## config.mk

```make
export PLATFORM = sky130hd
export DESIGN_NAME = hs_pipeline_ctrl
export DESIGN_NICKNAME = d
export VERILOG_FILES = /design/src/rtl/hs_pipe_pkg.sv /design/src/rtl/hs_stage.sv /design/src/rtl/hs_pipeline_ctrl.sv
export SDC_FILE = /design/constraint.sdc
export NUM_CORES = 1
export LEC_CHECK = 0
export ABC_AREA = 1
export BUFFER_PORTS_ARGS = -buffer_cell sky130_fd_sc_hd__buf_2
export CORE_ASPECT_RATIO = 0.8
export CORE_UTILIZATION = 27
export DETAILED_ROUTE_END_ITERATION = 10
export HOLD_SLACK_MARGIN = 0.02
export PLACE_DENSITY_LB_ADDON = 0.15
export SLEW_MARGIN = 20
export SYNTH_ARGS = -nofsm -noshare
export SYNTH_HDL_FRONTEND = slang
export SYNTH_SLANG_ARGS = --single-unit
```

## constraint.sdc

```tcl
create_clock -name clk_i -period 1.85 [get_ports clk_i]
set_clock_uncertainty 0.2 [all_clocks]
set_input_delay 0.37 -clock clk_i [delete_from_list [all_inputs] [get_ports clk_i]]
set_output_delay 0.37 -clock clk_i [all_outputs]
set_load 0.01 [all_outputs]
```

## src/rtl/hs_pipe_pkg.sv

```systemverilog
// Shared types and helpers for the clocked handshake pipeline controller.
package hs_pipe_pkg;

   typedef enum logic [1:0] {
      S_IDLE  = 2'd0,
      S_DELAY = 2'd1,
      S_HOLD  = 2'd2,
      S_RTZ   = 2'd3
   } stage_state_e;

   localparam int PHASES_4 = 4;
   localparam int PHASES_2 = 2;

   // A request is pending when the upstream side has asked for a token that has not been acknowledged yet.
   function automatic logic pending(input logic req, input logic ack, input int phases);
      logic p;
      if (phases == PHASES_4) begin
         p = req & ~ack;
      end else begin
         p = req ^ ack;
      end
      return p;
   endfunction

endpackage

```

## src/rtl/hs_stage.sv

```systemverilog
// One handshake stage: captures a token, waits DELAY cycles, then offers it downstream.
module hs_stage
   import hs_pipe_pkg::*;
#(
   parameter int WIDTH  = 32,
   parameter int DELAY  = 15,
   parameter int PHASES = 4
) (
   input  logic             clk_i,
   input  logic             rst_i,
   input  logic             req_i,
   input  logic [WIDTH-1:0] data_i,
   output logic             ack_o,
   output logic             req_o,
   input  logic             ack_i,
   output logic [WIDTH-1:0] data_o,
   output stage_state_e     state_o
);

   localparam bit         IS_4PH   = (PHASES == PHASES_4);
   localparam logic [7:0] CNT_INIT = (DELAY > 0) ? 8'(DELAY - 1) : 8'd0;

   stage_state_e     state_q, state_d;
   logic [7:0]       cnt_q, cnt_d;
   logic [WIDTH-1:0] data_q, data_d;
   logic             ack_up_q, ack_up_d;
   logic             req_dn_q, req_dn_d;
   logic             req_dn_entry_s;

   assign req_dn_entry_s = IS_4PH ? 1'b1 : ~req_dn_q;

   always_comb begin
      state_d  = state_q;
      cnt_d    = cnt_q;
      data_d   = data_q;
      req_dn_d = req_dn_q;
      // Upstream return-to-zero is independent of the FSM state
      if (IS_4PH && ack_up_q && !req_i) begin
         ack_up_d = 1'b0;
      end else begin
         ack_up_d = ack_up_q;
      end
      case (state_q)
         S_IDLE: begin
            if (pending(req_i, ack_up_q, PHASES)) begin
               data_d   = data_i;
               ack_up_d = IS_4PH ? 1'b1 : ~ack_up_q;
               if (DELAY == 0) begin
                  state_d  = S_HOLD;
                  req_dn_d = req_dn_entry_s;
               end else begin
                  state_d = S_DELAY;
                  cnt_d   = CNT_INIT;
               end
            end else begin
               state_d = S_IDLE;
            end
         end
         S_DELAY: begin
            if (cnt_q == 8'd0) begin
               state_d  = S_HOLD;
               req_dn_d = req_dn_entry_s;
            end else begin
               cnt_d = cnt_q - 8'd1;
            end
         end
         S_HOLD: begin
            if (IS_4PH) begin
               if (ack_i) begin
                  req_dn_d = 1'b0;
                  state_d  = S_RTZ;
               end else begin
                  state_d = S_HOLD;
               end
            end else begin
               if (ack_i == req_dn_q) begin
                  state_d = S_IDLE;
               end else begin
                  state_d = S_HOLD;
               end
            end
         end
         S_RTZ: begin
            if (!ack_i) begin
               state_d = S_IDLE;
            end else begin
               state_d = S_RTZ;
            end
         end
         default: begin
            state_d = S_IDLE;
         end
      endcase
   end

   always_ff @(posedge clk_i) begin
      if (rst_i) begin
         state_q  <= S_IDLE;
         cnt_q    <= 8'd0;
         data_q   <= '0;
         ack_up_q <= 1'b0;
         req_dn_q <= 1'b0;
      end else begin
         state_q  <= state_d;
         cnt_q    <= cnt_d;
         data_q   <= data_d;
         ack_up_q <= ack_up_d;
         req_dn_q <= req_dn_d;
      end
   end

   assign ack_o   = ack_up_q;
   assign req_o   = req_dn_q;
   assign data_o  = data_q;
   assign state_o = state_q;

endmodule

```

## src/rtl/hs_pipeline_ctrl.sv

```systemverilog
// NSTAGES chained handshake stages; HS_PIPE_STATS_EN adds token and occupancy counters.
module hs_pipeline_ctrl
   import hs_pipe_pkg::*;
#(
   parameter int NSTAGES = 2,
   parameter int WIDTH   = 32,
   parameter int DELAY   = 15,
   parameter int PHASES  = 4
) (
   input  logic                             clk_i,
   input  logic                             rst_i,
   input  logic                             req_in_i,
   output logic                             ack_in_o,
   input  logic [WIDTH-1:0]                 data_in_i,
   output logic                             req_out_o,
   input  logic                             ack_out_i,
   output logic [WIDTH-1:0]                 data_out_o,
   output logic                             busy_o
`ifdef HS_PIPE_STATS_EN
   ,
   output logic [31:0]                      tokens_o,
   output logic [$clog2(NSTAGES+1)-1:0]     occ_o
`endif
);

   logic [NSTAGES:0]            req_s;
   logic [NSTAGES:0]            ack_s;
   logic [NSTAGES:0][WIDTH-1:0] data_s;
   stage_state_e                state_s [NSTAGES];
   logic                        busy_s;

   assign req_s[0]       = req_in_i;
   assign data_s[0]      = data_in_i;
   assign ack_s[NSTAGES] = ack_out_i;

   for (genvar k = 0; k < NSTAGES; k++) begin : g_stage
      hs_stage #(
         .WIDTH  (WIDTH),
         .DELAY  (DELAY),
         .PHASES (PHASES)
      ) u_stage (
         .clk_i   (clk_i),
         .rst_i   (rst_i),
         .req_i   (req_s[k]),
         .data_i  (data_s[k]),
         .ack_o   (ack_s[k]),
         .req_o   (req_s[k+1]),
         .ack_i   (ack_s[k+1]),
         .data_o  (data_s[k+1]),
         .state_o (state_s[k])
      );
   end

   always_comb begin
      busy_s = 1'b0;
      for (int k = 0; k < NSTAGES; k++) begin
         if (state_s[k] != S_IDLE) begin
            busy_s = 1'b1;
         end else begin
            busy_s = busy_s;
         end
      end
   end

   assign ack_in_o   = ack_s[0];
   assign req_out_o  = req_s[NSTAGES];
   assign data_out_o = data_s[NSTAGES];
   assign busy_o     = busy_s;

`ifdef HS_PIPE_STATS_EN
   localparam int OCC_W = $clog2(NSTAGES + 1);

   logic [OCC_W-1:0] occ_s;
   logic [31:0]      tokens_q, tokens_d;
   logic             out_done_s;

   always_comb begin
      occ_s = '0;
      for (int k = 0; k < NSTAGES; k++) begin
         if (state_s[k] != S_IDLE) begin
            occ_s = occ_s + OCC_W'(1);
         end else begin
            occ_s = occ_s;
         end
      end
   end

   // An output handshake completes on the edge where the last stage leaves S_HOLD
   always_comb begin
      if (PHASES == PHASES_4) begin
         out_done_s = (state_s[NSTAGES-1] == S_HOLD) && ack_out_i;
      end else begin
         out_done_s = (state_s[NSTAGES-1] == S_HOLD) && (ack_out_i == req_out_o);
      end
      if (out_done_s) begin
         tokens_d = tokens_q + 32'd1;
      end else begin
         tokens_d = tokens_q;
      end
   end

   always_ff @(posedge clk_i) begin
      if (rst_i) begin
         tokens_q <= 32'd0;
      end else begin
         tokens_q <= tokens_d;
      end
   end

   assign tokens_o = tokens_q;
   assign occ_o    = occ_s;
`endif

endmodule

```

==> results.sh <==
export IMPL_cts_tree="done"
export IMPL_place_gp_congestion=0.807
export IMPL_hold_path_class="in2reg"
export IMPL_hold_buffers=0
export IMPL_die_x_um=137
export IMPL_post_drt_wl_per_cell_um=11.8
export IMPL_grt_pass1_vias=3124
export IMPL_grt_usage_pct=13.0
export IMPL_final_cells=751
export IMPL_slew_viol_final=0
export IMPL_arrival_ps=1170
export IMPL_netlist_top_cell_by_area="dfxtp_1"
export IMPL_path_cells="inv_2 -> ha_4 -> nand2_2 -> buf_2"
export IMPL_io_pins=71
export IMPL_hold_path_end="g_stage[0].u_stage.data_o[5]$_SDFFE_PP0P_"
export IMPL_cp_num_buf_inv=2
export IMPL_totalWireLength_mm=8.85
export IMPL_drtPass1Iterations=4
export IMPL_cap_violations=0
export IMPL_setup_viol=0
export IMPL_p_switching_w=0.00290
export IMPL_synth_area_um2=3910
export IMPL_n_fill_cell=1535
export IMPL_setup_worst_path_start="g_stage[0].u_stage.state_o[1]$_SDFFE_PP0P_"
export IMPL_synth_flop_cell="dfxtp_1"
export IMPL_crit_type="reg2out"
export IMPL_ff2ff_setup_slack_ps=170
export IMPL_yosysMostFrequentCell="nor2_1"
export IMPL_cts_buffers=9
export IMPL_grt_pass1_wl_mm=14.9
export IMPL_drtIter0Drc=128
export IMPL_yosysWarningCount=0
export IMPL_rsz0062_at_grt="no"
export IMPL_max_stage_delay_ps=360
export IMPL_ir_worst_vdd_uv=501
export IMPL_p_sw_share_pct=39.1
export IMPL_grt_max_degree=73
export IMPL_run_status="complete, no violations"
export IMPL_synth_cell_types=30
export IMPL_syn_area_per_cell_um2=7.39
export IMPL_fp_dieH_um=110
export IMPL_hold_violations=0
export IMPL_power_share_combinational_pct=39.3
export IMPL_cts_clk_slew_worst_paths_ps=70
export IMPL_clk_latency_ps=340
export IMPL_ant_nets=0
export IMPL_vias=3230
export IMPL_r2r_end="g_stage[0].u_stage.cnt_q[6]$_SDFFE_PP0P_"
export IMPL_min_from="data_in_i[5]"
export IMPL_dp_cells=735
export IMPL_htree_num_levels=3
export IMPL_synth_nets=573
export IMPL_port_buffers=70
export IMPL_crit_path_end_kind="primary output"
export IMPL_rows=38
export IMPL_crit_family="flip-flops"
export IMPL_synth_seq_area_share_pct=45.0
export IMPL_synth_seq_cells=88
export IMPL_vias_per_cell=4.30
export IMPL_crit_path_top_delay_cell="dfxtp_4"
export IMPL_netlist_top_cells_count="164 x nor2_1, 88 x dfxtp_1, 76 x o21ai_0, 45 x nand2_1, 35 x buf_4"
export IMPL_startpoint_type="flop"
export IMPL_rr_startpoint="g_stage[0].u_stage.state_o[1]$_SDFFE_PP0P_"
export IMPL_p_int_w=0.00452
export IMPL_dp_hpwl_mm=5.96
export IMPL_reg2reg_depth=9
export IMPL_utilization_pct=32.9
export IMPL_antenna_cells=0
export IMPL_pwr_share_seq_pct=37.4
export IMPL_area_growth_pct=16.5
export IMPL_hold_depth=3
export IMPL_layout_min_cycle_time_ps=1740
export IMPL_antenna_found_initial=0
export IMPL_synthArstFlopShare_pct=0
export IMPL_worst_slew_pin_slew_ps=355
export IMPL_path_max_fanout=6
export IMPL_synth_top_cell_area_share_pct=45.0
export IMPL_setup_tns_ps=0
export IMPL_leakagePower_nw=2.02
export IMPL_finalPower_w=0.00743
export IMPL_worstPathRequired_ps=1280
export IMPL_whs_ps=51.8
export IMPL_cts_sinks=88
export IMPL_powerDensity_nw_per_um2=1630
export IMPL_post_route_cells_drive_above_1_share_pct=22.9
export IMPL_relSlewSlack_pct=76.2
export IMPL_initial_core_util_pct=28.3
export IMPL_max_clock_path_buffers=2
export IMPL_root_buffer="clkbuf_16"
export IMPL_nets=610
export IMPL_die_area_um2=15000
export IMPL_clockPowerShare_pct=23.2
export IMPL_synth_edff_count=0
export IMPL_core_um2=13800
export IMPL_gr_total_overflow=0
export IMPL_fmax_ghz=0.574
export IMPL_synthCells=529
export IMPL_route_detailed_drc=0
export IMPL_min_period_over_period_pct=94.2
export IMPL_synth_area_top_cells="dfxtp_1 45%, nor2_1 16%, o21ai_0 9.7%"
-- kinds of logic after synthesis --
| kind of cell | Yosys count | synth area share (%) |
|---|---|---|
| AO/OA/AOI/OAI | 95 | 12.6 |
| XOR/XNOR | 3 | 0.672 |
| adder cells (fa/ha/maj) | 8 | 2.56 |
| buffers and inverters | 86 | 11.9 |
| flip-flops | 88 | 45.0 |
| AND/OR/NAND/NOR | 249 | 27.2 |
-- registers in the layout (all words and copies together) (netlist names) --
register,flops
g_stage.u_stage.state_o,4
g_stage.u_stage.data_o,64
g_stage.u_stage.cnt_q,16
g_stage.u_stage.ack_o,2
g_stage.u_stage.req_o,2
-- cell usage in the layout, fill, tap and decap left out, types with 6 or more instances in the layout --
cell type  count
buf_2         70
nand2_1       44
clkbuf_16      9
inv_1         21
nor2_1       164
a21oi_1       13
dfxtp_1       86
nand3_1       16
ha_1           7
o21ai_0       76
buf_4          6
inv_2          8
-- worst max-delay path by stage --
stage | endpoint | slack (ps) | cells past startpoint
finish | busy_o | 110 | 4
global route | g_stage[0].u_stage.state_o[0]$_SDFFE_PP0P_ | 20 | 7
CTS | busy_o | 40 | 4
detailed placement | g_stage[0].u_stage.cnt_q[7]$_SDFFE_PP0P_ | 60 | 8
global placement | g_stage[0].u_stage.cnt_q[5]$_SDFFE_PP0P_ | 110 | 10
floorplan | g_stage[0].u_stage.cnt_q[5]$_SDFFE_PP0P_ | 190 | 10
-- layer usage --
| layer | track usage [%] | vias to the layer above | share of wire [%] |
|---|---|---|---|
| met3 | 3.78 | 11 | 5.2 |
| li1 | - | 1719 | - |
| met4 | 4.05 | 0 | 1.4 |
| met2 | 21.5 | 64 | 43 |
| met1 | 16.4 | 1436 | 50 |
| met5 | 0 | - | 0 |
-- power by group through the flow --
stage          clock [W]  sequential (W)  combinational (W)
2_1_floorplan          0         0.00276            0.00247
3_3_place_gp           0         0.00280            0.00292
3_5_place_dp           0         0.00282            0.00294
4_1_cts          0.00179         0.00279            0.00298
5_1_grt          0.00189         0.00287            0.00339
6_report         0.00172         0.00278            0.00292
-- layout make-up --
cell class,instances,area [um2],share of cell area [%]
sequential,88,1770,38.8
multi-input combinational,355,1700,37.3
timing repair buffer,79,455,9.99
clock buffer,10,239,5.24
tap,180,225,4.94
inverter,33,130,2.85
clock inverter,6,42.5,0.933
-- tightest hold or removal path, cell delays in order --
cell	delay, ps
buf_2	70
nor2_1	30
nor2_1	80
-- timing repair --
item / 4_1_cts / 5_1_grt
gates resized for setup: 5 / 3
hold endpoints to repair: 0 / 0
setup endpoints to repair: 1 / 4
gates cloned: 0 / 0
pin swaps: 0 / 1
setup buffers: 0 / 0
-- metrics by stage --
stage | setup WS (ps) | area (um2)
after floorplan | 188 | 3910
after global placement | 106 | 4260
after detailed placement | 59.6 | 4260
after CTS | 37.2 | 4560
after global routing | 22.2 | 4560
final | 108 | 4560
(Power assumes the default switching activity.)
